$ cat src/rtl/div_seq_pkg.sv
// -----------------------------------------------------------------------------
// div_seq_pkg
// Shared definitions for the sequential divider: funct3[1:0] operation
// encodings, the controller state enum, the iteration count, and small
// decode helpers used by the top level.
// -----------------------------------------------------------------------------
package div_seq_pkg;

    localparam int ITER = 32;

    typedef enum logic [1:0] {
        OP_DIV  = 2'b00,
        OP_DIVU = 2'b01,
        OP_REM  = 2'b10,
        OP_REMU = 2'b11
    } op_e;

    typedef enum logic [2:0] {
        S_IDLE = 3'd0,
        S_PREP = 3'd1,
        S_CALC = 3'd2,
        S_FIX  = 3'd3,
        S_DONE = 3'd4
    } state_e;

    function automatic logic op_is_signed(input op_e op);
        return (op == OP_DIV) || (op == OP_REM);
    endfunction

    function automatic logic op_is_rem(input op_e op);
        return (op == OP_REM) || (op == OP_REMU);
    endfunction

endpackage

$ cat src/rtl/div_seq_step.sv
// -----------------------------------------------------------------------------
// div_step
// One combinational restoring-division iteration: shift the partial
// remainder left bringing in the next dividend bit, trial-subtract the
// divisor, and keep the difference when it does not borrow.
//
// Ports
//   rem_i      partial remainder before this iteration
//   msb_i      next dividend bit (MSB first)
//   divisor_i  divisor magnitude
//   rem_o      partial remainder after this iteration
//   q_bit_o    quotient bit produced by this iteration
// -----------------------------------------------------------------------------
module div_step #(
    parameter int XLEN = 32
) (
    input  logic [XLEN-1:0] rem_i,
    input  logic            msb_i,
    input  logic [XLEN-1:0] divisor_i,
    output logic [XLEN-1:0] rem_o,
    output logic            q_bit_o
);

    logic [XLEN:0]   rem_sh;
    logic [XLEN+1:0] trial;
    logic            unused_trial_bit;

    always_comb begin
        rem_sh  = {rem_i, msb_i};
        // Extra top bit acts as the borrow flag of the trial subtraction.
        trial   = {1'b0, rem_sh} - {2'b00, divisor_i};
        q_bit_o = ~trial[XLEN+1];
        // Whichever value is kept is always below the divisor, so it fits XLEN.
        rem_o   = q_bit_o ? trial[XLEN-1:0] : rem_sh[XLEN-1:0];
    end

    assign unused_trial_bit = trial[XLEN];

endmodule

$ cat src/rtl/div_seq.sv
// -----------------------------------------------------------------------------
// div_seq
// Sequential 32-iteration restoring divider for DIV/DIVU/REM/REMU with a
// valid/ready request side and a valid/ready result side.
//
// Ports
//   clk, rst_n          clock (rising edge), async active-low reset
//   in_valid/in_ready   request handshake; rs1, rs2, funct3 captured on accept
//   funct3[1:0]         00 DIV, 01 DIVU, 10 REM, 11 REMU (bit 2 ignored)
//   rs1, rs2            dividend, divisor
//   flush               abort any operation; forces IDLE on the next edge
//   out_valid/out_ready result handshake
//   result              quotient or remainder, stable while out_valid=1
//   busy                controller not in IDLE
//
// Build option
//   DIV_FAST_SPECIAL_EN  divide-by-zero and signed overflow jump straight
//                        from IDLE to DONE on accept instead of iterating.
//
// state | meaning
// IDLE  | waiting for a request
// PREP  | form operand magnitudes, record result signs, load counter
// CALC  | one restoring iteration per cycle, counter 31 down to 0
// FIX   | sign-correct, pick quotient/remainder, substitute special cases
// DONE  | result presented until out_ready
// -----------------------------------------------------------------------------
module div_seq
    import div_seq_pkg::*;
#(
    parameter int XLEN = 32
) (
    input  logic            clk,
    input  logic            rst_n,
    input  logic            in_valid,
    output logic            in_ready,
    input  logic [2:0]      funct3,
    input  logic [XLEN-1:0] rs1,
    input  logic [XLEN-1:0] rs2,
    input  logic            flush,
    output logic            out_valid,
    input  logic            out_ready,
    output logic [XLEN-1:0] result,
    output logic            busy
);

    localparam logic [XLEN-1:0] MIN_NEG = {1'b1, {(XLEN-1){1'b0}}};

    state_e          state_q, state_d;
    logic [4:0]      cnt_q, cnt_d;
    op_e             op_q, op_d;
    logic [XLEN-1:0] a_q, a_d;
    logic [XLEN-1:0] b_q, b_d;
    logic [XLEN-1:0] quo_q, quo_d;
    logic [XLEN-1:0] dvs_q, dvs_d;
    logic [XLEN-1:0] rem_q, rem_d;
    logic [XLEN-1:0] result_q, result_d;
    logic            q_neg_q, q_neg_d;
    logic            r_neg_q, r_neg_d;

    op_e             in_op;
    logic            accept;
    logic            fast_hit;
    logic [XLEN-1:0] step_rem;
    logic            step_q;
    logic            unused_funct3;

    // Divide-by-zero or signed overflow: both have fixed architectural results.
    function automatic logic is_special(input op_e op, input logic [XLEN-1:0] a,
                                        input logic [XLEN-1:0] b);
        return (b == '0) || (op_is_signed(op) && (a == MIN_NEG) && (b == '1));
    endfunction

    function automatic logic [XLEN-1:0] special_value(input op_e op,
                                                      input logic [XLEN-1:0] a,
                                                      input logic [XLEN-1:0] b);
        if (b == '0) return op_is_rem(op) ? a : '1;
        else         return op_is_rem(op) ? '0 : a;
    endfunction

    assign in_op         = op_e'(funct3[1:0]);
    assign unused_funct3 = funct3[2];
    assign in_ready      = (state_q == S_IDLE) && !flush;
    assign accept        = in_valid && in_ready;
    assign out_valid     = (state_q == S_DONE);
    assign busy          = (state_q != S_IDLE);
    assign result        = result_q;

`ifdef DIV_FAST_SPECIAL_EN
    assign fast_hit = is_special(in_op, rs1, rs2);
`else
    assign fast_hit = 1'b0;
`endif

    div_step #(.XLEN(XLEN)) u_step (
        .rem_i     (rem_q),
        .msb_i     (quo_q[XLEN-1]),
        .divisor_i (dvs_q),
        .rem_o     (step_rem),
        .q_bit_o   (step_q)
    );

    always_comb begin
        state_d  = state_q;
        cnt_d    = cnt_q;
        op_d     = op_q;
        a_d      = a_q;
        b_d      = b_q;
        quo_d    = quo_q;
        dvs_d    = dvs_q;
        rem_d    = rem_q;
        result_d = result_q;
        q_neg_d  = q_neg_q;
        r_neg_d  = r_neg_q;

        if (flush) begin
            state_d = S_IDLE;
        end else begin
            case (state_q)
                S_IDLE: begin
                    if (accept) begin
                        op_d = in_op;
                        a_d  = rs1;
                        b_d  = rs2;
                        if (fast_hit) begin
                            result_d = special_value(in_op, rs1, rs2);
                            state_d  = S_DONE;
                        end else begin
                            state_d  = S_PREP;
                        end
                    end
                end
                S_PREP: begin
                    quo_d   = (op_is_signed(op_q) && a_q[XLEN-1]) ? -a_q : a_q;
                    dvs_d   = (op_is_signed(op_q) && b_q[XLEN-1]) ? -b_q : b_q;
                    rem_d   = '0;
                    q_neg_d = op_is_signed(op_q) && (a_q[XLEN-1] ^ b_q[XLEN-1]);
                    r_neg_d = op_is_signed(op_q) && a_q[XLEN-1];
                    cnt_d   = 5'(ITER - 1);
                    state_d = S_CALC;
                end
                S_CALC: begin
                    // quo_q doubles as the dividend shift register: its MSB feeds
                    // the step and the new quotient bit enters at the LSB.
                    quo_d = {quo_q[XLEN-2:0], step_q};
                    rem_d = step_rem;
                    if (cnt_q == 5'd0) begin
                        state_d = S_FIX;
                    end else begin
                        cnt_d = cnt_q - 5'd1;
                    end
                end
                S_FIX: begin
                    if (is_special(op_q, a_q, b_q)) begin
                        result_d = special_value(op_q, a_q, b_q);
                    end else if (op_is_rem(op_q)) begin
                        result_d = r_neg_q ? -rem_q : rem_q;
                    end else begin
                        result_d = q_neg_q ? -quo_q : quo_q;
                    end
                    state_d = S_DONE;
                end
                S_DONE: begin
                    if (out_ready) begin
                        state_d = S_IDLE;
                    end
                end
                default: begin
                    state_d = S_IDLE;
                end
            endcase
        end
    end

    always_ff @(posedge clk or negedge rst_n) begin
        if (!rst_n) begin
            state_q  <= S_IDLE;
            cnt_q    <= '0;
            op_q     <= OP_DIV;
            a_q      <= '0;
            b_q      <= '0;
            quo_q    <= '0;
            dvs_q    <= '0;
            rem_q    <= '0;
            result_q <= '0;
            q_neg_q  <= 1'b0;
            r_neg_q  <= 1'b0;
        end else begin
            state_q  <= state_d;
            cnt_q    <= cnt_d;
            op_q     <= op_d;
            a_q      <= a_d;
            b_q      <= b_d;
            quo_q    <= quo_d;
            dvs_q    <= dvs_d;
            rem_q    <= rem_d;
            result_q <= result_d;
            q_neg_q  <= q_neg_d;
            r_neg_q  <= r_neg_d;
        end
    end

endmodule

$ cat config.mk
export PLATFORM = sky130hd
export DESIGN_NAME = div_seq
export DESIGN_NICKNAME = d
export VERILOG_FILES = /design/src/rtl/div_seq_pkg.sv /design/src/rtl/div_seq_step.sv /design/src/rtl/div_seq.sv
export SDC_FILE = /design/constraint.sdc
export NUM_CORES = 1
export LEC_CHECK = 0
export ABC_CLOCK_PERIOD_IN_PS = 4600
export CORE_MARGIN = 2
export CORE_UTILIZATION = 45
export CTS_BUF_LIST = sky130_fd_sc_hd__clkbuf_4
export DETAILED_ROUTE_END_ITERATION = 16
export HOLD_SLACK_MARGIN = 0.1
export PLACE_DENSITY = 0.72
export SLEW_MARGIN = 15
export SYNTH_ARGS = -nofsm -noshare
export SYNTH_HDL_FRONTEND = slang
export SYNTH_SLANG_ARGS = --single-unit
export TNS_END_PERCENT = 30
$ cat constraint.sdc
create_clock -name clk -period 4.6 [get_ports clk]
set_clock_uncertainty 0.05 [all_clocks]
set_input_delay 0.92 -clock clk [delete_from_list [all_inputs] [get_ports clk]]
set_output_delay 0.92 -clock clk [all_outputs]
set_load 0.02 [all_outputs]
==> results_dict.tcl <==
set metrics [dict create \
    met1_length_um 14900 \
    root_buffer "clkbuf_4" \
    hpwl_um 23400 \
    ys_seq_area_share_pct 39.2 \
    slew_viol_final 0 \
    synth_cell_types 63 \
    rows 62 \
    endpoint_kind "flop" \
    ir_drop_v 0.000392 \
    start_util_pct 45.5 \
    crit_fanout 25 \
    critPathArrivalTime_ns 4.43 \
    final_hold_viol_count 0 \
    worst-path-stages 13 \
    pre_cts_ws_ns 0.698 \
    max_stage_delay_ns 0.53 \
    critical-path-top-delay-family "compound AO/OA/AOI/OAI gates" \
    synth_warnings 0 \
    r2r_cells 13 \
    place.gp.congestion 0.886 \
    status "finished clean" \
    cts_resized 0 \
    setup_viol 0 \
    syn_inst 1488 \
    cap_violations 0 \
    rsz0062_at_grt "false" \
    leakage_nw 6.54 \
    grt_first_pass_wirelength_um 54600 \
    seq_power_share_pct 31.8 \
    final-seq-area_mm2 0.00510 \
    ys_async_sr_fraction_pct 100 \
    clock-sinks 204 \
    worstPathRequired_ns 5.03 \
    routed_wl_um 33000 \
    cts_buffer_depth 3 \
    crit_type "reg -> reg" \
    finalCritPeriodShare_pct 86.8 \
    start_kind "flop" \
    htree_num_levels 2 \
    vias 11162 \
    drive_above_1_share_pct 12.0 \
    wl_met2_um 15300 \
    die_x_um 174 \
    synth-main-ff-cell "dfrtp_1" \
    critical_path.cell_chain "ha_1, nor2b_1, o21ai_0, o211ai_1, a21oi_1, o41ai_2, a211oi_1, buf_4, a211oi_1, or2_1, buf_12, mux2i_1, o21ai_0" \
    p_clk_share_pct 14.7 \
    dieArea_mm2 0.0303 \
    avgViaCountPerCell 5.55 \
    layout.nets 1702 \
    first_pass_iters 6 \
    drt_iter0_drc 718 \
    setup_slack_ns 0.606 \
    nFillCells 2644 \
    grtUsageTotal_pct 21.9 \
    postCtsHoldBufs 0 \
    power.total_mw 10.4 \
    path_clk_slew_ns 0.07 \
    portBuffers 105 \
    grt_pass1_vias 10813 \
    synth_fp_nets 1600 \
    cts_made_buffers 56 \
    power_frac_comb_pct 53.4 \
    grt_max_degree 120 \
    cp.buffers_inverters 2 \
    antenna_found_initial 1 \
    ios 107 \
    r2r_slack_ns 0.61 \
    max_freq_ghz 0.250 \
    cp_slowest_cell "o41ai_2" \
    regToRegStartpoint "rem_q[0]" \
    drc 0 \
    powerDensity_mw_per_mm2 687 \
    p_sw_mw 4.59 \
    hold_class "in -> async" \
    highest_layer "met4" \
    clock_latency_ns 0.69 \
    multiInputGateArea_mm2 0.00740 \
    core_mm2 0.0286 \
    routedWlPerCell_um 16.4 \
    swShare_pct 44.2 \
    syn_avg_cell_area_um2 8.74 \
    post_cts_buffers 0 \
    fin_util_pct 52.8 \
    antenna_left 0 \
    layout_min_cycle_time_ns 3.99 \
    synth-seq-cells 204 \
    internal_power_mw 5.80 \
    synth-edff-count 0 \
    cts_tree "done" \
    timing.rr.end "rem_q[3]" \
    overflow 0 \
    syn_to_final_growth_pct 16.1 \
    syn_area_mm2 0.0130 \
    die_y_um 174 \
    worst_pin_slew_ns 0.967 \
    slew_headroom_pct 35.5 \
    setup_tns_ns 0 \
    wl_met3_um 1770 \
]
[per-layer routing]
| layer | GRT usage, % | vias up |
|---|---|---|
| li1 | - | 5524 |
| met5 | 0 | - |
| met2 | 35.8 | 345 |
| met3 | 3.26 | 63 |
| met4 | 8.19 | 0 |
| met1 | 29.4 | 5230 |
[layout by cell type, fill, tap and decap left out, drive strengths merged, types with 3 or more instances in the layout]
master	Yosys	routed
a2111oi	12	12
a211oi	8	8
a21o	27	27
a21oi	120	120
a221oi	7	7
a31oi	17	17
and3	6	6
buf	9	22
clkbuf	74	80
clkdlybuf4s50	0	104
clkinv	0	13
dfrtp	204	204
ha	39	39
inv	56	58
mux2	66	66
mux2i	26	26
nand2	183	183
nand2b	11	11
nand3	17	17
nand4	15	15
nand4b	3	3
nor2	117	117
nor2b	8	8
nor3	28	28
nor3b	4	4
nor4	9	9
o21a	3	3
o21ai	154	154
o21bai	3	3
o22ai	11	11
o311ai	3	3
o31ai	37	37
o41ai	13	13
or2	7	7
or3	22	22
or4	6	6
xnor2	81	81
xor2	64	64
[cell families after synthesis]
logic type      Yosys count  share of synthesized area, %
buf+inv                 139                          4.12
mux                      92                          7.71
simple gates            442                          15.4
flops                   204                          39.2
xor+xnor                145                          9.76
compound gates          426                          19.9
fa+ha+maj                40                          3.90
[worst max-delay path by stage]
stage,startpoint,to,slack [ns]
after floorplan,rem_q[0],rem_q[15],1.19
after global placement,b_q[6],result[13],0.73
after detailed placement,rem_q[0],rem_q[20],0.70
after CTS,rem_q[0],rem_q[20],0.62
after global routing,rem_q[0],rem_q[6],0.26
final,rem_q[0],rem_q[3],0.61
[registers in the layout, summed over array words and instances (netlist names)]
name and flops:
a_q 32, result 32, state_q 3, r_neg_q 1, op_q 2, q_neg_q 1
quo_q 32, cnt_q 5, dvs_q 32, b_q 32, rem_q 32
[per-stage QoR]
step / instances / hold slack, ns / cell area [µm²]
6_report: 2011 / 0.326 / 15100
5_1_grt: 2011 / 0.371 / 15100
4_1_cts: 2010 / 0.314 / 15100
3_5_place_dp: 1916 / 0.419 / 14500
3_3_place_gp: 1916 / 0.411 / 14500
2_1_floorplan: 1488 / 0.400 / 13000
[synth_stat cells (15+ instances only)]
cell / count / area share, %
or3_1: 21 / 1.0
a21oi_1: 119 / 4.6
xnor2_1: 81 / 5.5
dfrtp_1: 204 / 39
a21o_1: 27 / 1.6
nor2_1: 117 / 3.4
nand2_1: 183 / 5.3
a31oi_1: 17 / 0.82
nor3_1: 28 / 1.1
mux2i_1: 26 / 2.0
mux2_2: 66 / 5.7
o21ai_0: 149 / 5.7
nand4_1: 15 / 0.72
o31ai_1: 36 / 2.1
clkbuf_1: 72 / 2.1
ha_1: 39 / 3.8
inv_1: 56 / 1.6
nand3_1: 17 / 0.65
xor2_1: 64 / 4.3
[power by group through the flow]
stage | clock, mW | sequential, mW | combinational (mW)
6_report | 1.53 | 3.31 | 5.55
3_3_place_gp | 0 | 3.29 | 5.36
4_1_cts | 1.59 | 3.29 | 5.52
2_1_floorplan | 0 | 3.19 | 4.12
5_1_grt | 1.68 | 3.42 | 6.20
3_5_place_dp | 0 | 3.32 | 5.49
[layout make-up]
| class | count | share of cell area (%) |
|---|---|---|
| Antenna cell | 1 | 0.0166 |
| Clock inverter | 15 | 0.398 |
| Timing Repair Buffer | 127 | 8.32 |
| Tap cell | 384 | 3.18 |
| Multi-Input combinational cell | 1145 | 49.0 |
| Inverter | 56 | 1.39 |
| Clock buffer | 79 | 3.93 |
| Sequential cell | 204 | 33.8 |
Note: power is estimated with default switching activity, not from simulation.
